[config.mk]
export PLATFORM = sky130hd
export DESIGN_NAME = king_square_finder
export DESIGN_NICKNAME = d
export VERILOG_FILES = /design/src/rtl/king_square_finder.sv
export SDC_FILE = /design/constraint.sdc
export NUM_CORES = 1
export LEC_CHECK = 0
export ABC_AREA = 1
export CORE_AREA = 2 2 153 155
export CTS_BUF_LIST = sky130_fd_sc_hd__clkbuf_8
export DETAILED_ROUTE_END_ITERATION = 10
export DIE_AREA = 0 0 155 157
export GPL_TIMING_DRIVEN = 0
export PLACE_DENSITY = 0.84
export SETUP_SLACK_MARGIN = 0.5
export SLEW_MARGIN = 10
export SYNTH_ARGS = -nofsm -noshare
export SYNTH_HDL_FRONTEND = slang
export SYNTH_SLANG_ARGS = --single-unit
[constraint.sdc]
create_clock -name clk -period 10.8 [get_ports clk]
set_input_delay 2.7 -clock clk [delete_from_list [all_inputs] [get_ports clk]]
set_output_delay 2.7 -clock clk [all_outputs]
set_load 0.03 [all_outputs]
[src/rtl/king_square_finder.sv]
// Board scanner: finds the lowest-index king of the requested colour and counts all such kings,
// examining LANES squares per cycle from a snapshot latched on start.
package king_square_finder_pkg;
   typedef enum logic {WHITE = 1'b0, BLACK = 1'b1} color_t;
   typedef enum logic [2:0] {
      EMPTY  = 3'd0,
      PAWN   = 3'd1,
      KNIGHT = 3'd2,
      BISHOP = 3'd3,
      ROOK   = 3'd4,
      QUEEN  = 3'd5,
      KING   = 3'd6
   } piece_t;
   typedef struct packed {
      color_t color;
      piece_t piece;
   } fullpiece_t;
endpackage

module king_square_finder
   import king_square_finder_pkg::*;
#(
   parameter int unsigned LANES = 4
) (
   input  logic              clk,
   input  logic              rst,
   input  logic              start,
   input  color_t            playing,
   input  fullpiece_t [63:0] board,
   output logic              busy,
   output logic              done,
   output logic              found,
   output logic [5:0]        kingPosition,
   output logic [6:0]        kingCount,
   output logic              multiKing
);

   localparam logic [1:0] IDLE   = 2'd0;
   localparam logic [1:0] SCAN   = 2'd1;
   localparam logic [1:0] FINISH = 2'd2;

   localparam logic [5:0] LAST_IDX = 6'(64 - LANES);
   localparam logic [5:0] STEP     = 6'(LANES);

   logic [1:0]        state;
   fullpiece_t [63:0] snap;
   color_t            color_q;
   logic [5:0]        idx;

   logic              acc_found;
   logic [5:0]        acc_pos;
   logic [6:0]        acc_cnt;

   logic [LANES-1:0]  match;
   logic              grp_any;
   logic [5:0]        grp_first;
   logic [6:0]        grp_pop;
   logic              nxt_found;
   logic [5:0]        nxt_pos;
   logic [6:0]        nxt_cnt;

   always_comb begin
      match     = '0;
      grp_any   = 1'b0;
      grp_first = '0;
      grp_pop   = '0;
      for (int unsigned i = 0; i < LANES; i++) begin
         match[i] = (snap[idx + 6'(i)].piece == KING) && (snap[idx + 6'(i)].color == color_q);
         if (match[i]) begin
            if (!grp_any) grp_first = idx + 6'(i);
            grp_any = 1'b1;
            grp_pop = grp_pop + 7'd1;
         end
      end
   end

   // An earlier group's hit always wins, so the position only moves while nothing is found yet.
   always_comb begin
      nxt_found = acc_found | grp_any;
      nxt_pos   = acc_found ? acc_pos : (grp_any ? grp_first : 6'd0);
      nxt_cnt   = acc_cnt + grp_pop;
   end

   always_ff @(posedge clk) begin
      if (rst) begin
         state        <= IDLE;
         snap         <= '0;
         color_q      <= WHITE;
         idx          <= '0;
         acc_found    <= 1'b0;
         acc_pos      <= '0;
         acc_cnt      <= '0;
         busy         <= 1'b0;
         done         <= 1'b0;
         found        <= 1'b0;
         kingPosition <= '0;
         kingCount    <= '0;
         multiKing    <= 1'b0;
      end else begin
         case (state)
            IDLE: begin
               done <= 1'b0;
               if (start) begin
                  snap      <= board;
                  color_q   <= playing;
                  idx       <= '0;
                  acc_found <= 1'b0;
                  acc_pos   <= '0;
                  acc_cnt   <= '0;
                  busy      <= 1'b1;
                  state     <= SCAN;
               end
            end
            SCAN: begin
               acc_found <= nxt_found;
               acc_pos   <= nxt_pos;
               acc_cnt   <= nxt_cnt;
               if (idx == LAST_IDX) begin
                  state        <= FINISH;
                  busy         <= 1'b0;
                  done         <= 1'b1;
                  found        <= nxt_found;
                  kingPosition <= nxt_pos;
                  kingCount    <= nxt_cnt;
                  multiKing    <= (nxt_cnt > 7'd1);
               end else begin
                  idx <= idx + STEP;
               end
            end
            FINISH: begin
               done  <= 1'b0;
               state <= IDLE;
            end
            default: begin
               busy  <= 1'b0;
               done  <= 1'b0;
               state <= IDLE;
            end
         endcase
      end
   end

endmodule

==> impl_metrics.env <==
export IMPL_status="completed"
export IMPL_multiInputGateArea_sq_mm=0.00542
export IMPL_root_buffer="clkbuf_8"
export IMPL_nets=2303
export IMPL_die_h_microns=157
export IMPL_dr_total_vias=13164
export IMPL_avgRoutedWirePerCell_microns=17.9
export IMPL_die_w_microns=155
export IMPL_clkSlewWorstSetupHoldPaths_ns=0.07
export IMPL_report_final_slew_viol_count=0
export IMPL_syn_avg_cell_area_sq_um=7.17
export IMPL_cp_end_kind="flip-flop"
export IMPL_area_growth_pct=32.8
export IMPL_antenna_found_initial=2
export IMPL_clock_path_buffers=3
export IMPL_routabilityCongestion=0.928
export IMPL_remaining_drc_errors=0
export IMPL_ys_ff_latch=294
export IMPL_leakage_uw=0.00682
export IMPL_cts_num_sinks=294
export IMPL_rsz0062_at_grt="false"
export IMPL_io_pins=277
export IMPL_syn_nets=1978
export IMPL_final_cell_mix="nor2_1, dfxtp_1, o21ai_0"
export IMPL_power_density_mw_per_mm2=156
export IMPL_dr_pass1_iters=8
export IMPL_met3_usage_pct=5.40
export IMPL_setup_viol=0
export IMPL_slew_headroom_pct=33.8
export IMPL_synth_warnings=0
export IMPL_timing_fmax_mhz=216
export IMPL_start_kind="input pin"
export IMPL_irDropWorstVdd_mv=0.0892
export IMPL_drv_cap=0
export IMPL_rows=55
export IMPL_regArea_sq_mm=0.00589
export IMPL_clk_latency_ns=0.57
export IMPL_n_fill_cell=1803
export IMPL_netlist_area_sq_mm=0.0122
export IMPL_grt_pass1_wl_microns=63700
export IMPL_ys_seq_area_share_pct=48.1
export IMPL_syn_inst=1708
export IMPL_drive_gt1_share_pct=4.94
export IMPL_cts_tree="yes"
export IMPL_finalSetupTns_ns=0
export IMPL_ctsResizeCount=0
export IMPL_first_global_vias=12485
export IMPL_fp_coreArea_sq_mm=0.0225
export IMPL_initial_utilization_pct=54.4
export IMPL_cts_hold_buf=0
export IMPL_worstPathRequired_ns=11.31
export IMPL_port_buffers=276
export IMPL_fin_crit_ns=4.63
export IMPL_fin_util_pct=72.3
export IMPL_wl_microns=42100
export IMPL_grtUsageMet1_pct=41.7
export IMPL_ant_nets=0
export IMPL_min_period_over_period_pct=42.9
export IMPL_vias_per_cell=5.60
export IMPL_worstPathMaxFanout=10
export IMPL_htree_num_levels=2
export IMPL_synth_cell_type_count=36
export IMPL_first_iter_violations=1418
export IMPL_grt_max_degree=12
export IMPL_grt_busiest_layer="met2"
export IMPL_worst_hold_path_type="reg -> reg"
export IMPL_crit_arrival_ns=5.14
export IMPL_skew_ns=0.0333
export IMPL_numCtsBuffers=47
export IMPL_tightest_slew_ns=0.993
export IMPL_worstSetupPathType="in -> reg"
export IMPL_grt_usage_pct=33.5
export IMPL_post_cts_buffers=0
export IMPL_grt_overflow=0
export IMPL_dieArea_sq_mm=0.0243
export IMPL_hpwlAfterDp_microns=30800
export IMPL_grtUsageMet2_pct=56.7
export IMPL_hold_violations=0
export IMPL_mostFrequentLayoutCell="nor2_1"
[registers in the layout, summed over array words and instances (netlist names)]
register / cells
acc_pos: 6
acc_cnt: 7
acc_found: 1
busy: 1
idx: 4
multiKing: 1
done: 1
color_q: 1
kingCount: 7
found: 1
state: 2
snap: 256
kingPosition: 6
[layer usage]
layer	routed length [microns]	up-vias
met2	19800	775
li1	-	6212
met5	0	-
met1	16400	6018
met4	1970	0
met3	3970	159
[metrics by stage]
step	hold slack (ns)	cell area, sq um	total power, uW	setup slack [ns]	cells
final	0.452	16300	2540	6.17	2351
after global routing	0.467	16300	2630	6.08	2351
after CTS	0.453	16300	2530	6.28	2350
after detailed placement	0.443	15400	1630	5.70	2269
after global placement	0.438	15400	1610	5.76	2269
after floorplan	0.429	12200	1430	7.09	1708
[where the power goes]
| group | internal [uW] | switching, uW |
|---|---|---|
| combinational | 176 | 234 |
| clock | 491 | 434 |
| sequential | 1170 | 40.2 |
[worst paths after layout]
check | from | to | slack [ns] | cells after the start
max | rst | snap[3]$_SDFFE_PP0P_ | 6.17 | 6
min | snap[209]$_SDFFE_PP0P_ | snap[209]$_SDFFE_PP0P_ | 0.45 | 2
max reg2reg | idx[3]$_SDFFE_PP0P_ | multiKing$_SDFFE_PP0P_ | 6.30 | 26
min reg2reg | snap[209]$_SDFFE_PP0P_ | snap[209]$_SDFFE_PP0P_ | 0.45 | 2
[cell families (layout without fill, tap and decap cells)]
logic type      after synthesis  count (layout)  share of synthesized area, %
simple gates                789             789                          26.8
compound gates              383             383                          15.8
flops                       294             294                          48.1
buf+inv                     224             581                          7.66
fa+ha+maj                    10              10                          1.08
xor+xnor                      7               7                         0.501
other cells                   1               2                        0.0306
[layout make-up]
type,count,area share [%]
Sequential cell,294,36.2
Multi-Input combinational cell,1190,33.3
Timing Repair Buffer,276,17.0
Clock buffer,56,4.74
Buffer,109,3.08
Inverter,115,2.68
Tap cell,285,2.19
Clock inverter,25,0.777
Antenna cell,1,0.0154
[Yosys cell counts, drive strengths merged]
| master | count | area [sq um] |
|---|---|---|
| a211oi | 1 | 7.51 |
| or2 | 1 | 6.26 |
| o211ai | 5 | 37.5 |
| dfxtp | 294 | 5890 |
| a32o | 1 | 10.0 |
| fa | 1 | 20.0 |
| nand3b | 14 | 105 |
| nor3 | 4 | 20.0 |
| clkbuf | 86 | 323 |
| nand2 | 191 | 719 |
| nor4 | 1 | 6.26 |
| nand4 | 44 | 275 |
| ha | 9 | 113 |
| nand3 | 73 | 385 |
| and2 | 1 | 6.26 |
| and3 | 1 | 6.26 |
| inv | 115 | 437 |
| nor2 | 459 | 1760 |
| xor2 | 7 | 61.3 |
| a21oi | 92 | 460 |
| o21ai | 283 | 1420 |
| o22ai | 1 | 6.26 |
| conb | 1 | 3.75 |
| buf | 23 | 179 |
[worst max-delay path, stage by stage]
cell,delay (ns)
clkdlybuf4s50_1,0.54
inv_1,0.25
clkbuf_1,0.72
clkbuf_1,0.56
o21ai_0,0.23
nor2_1,0.13
No activity file was read; power rests on OpenSTA's default activity.
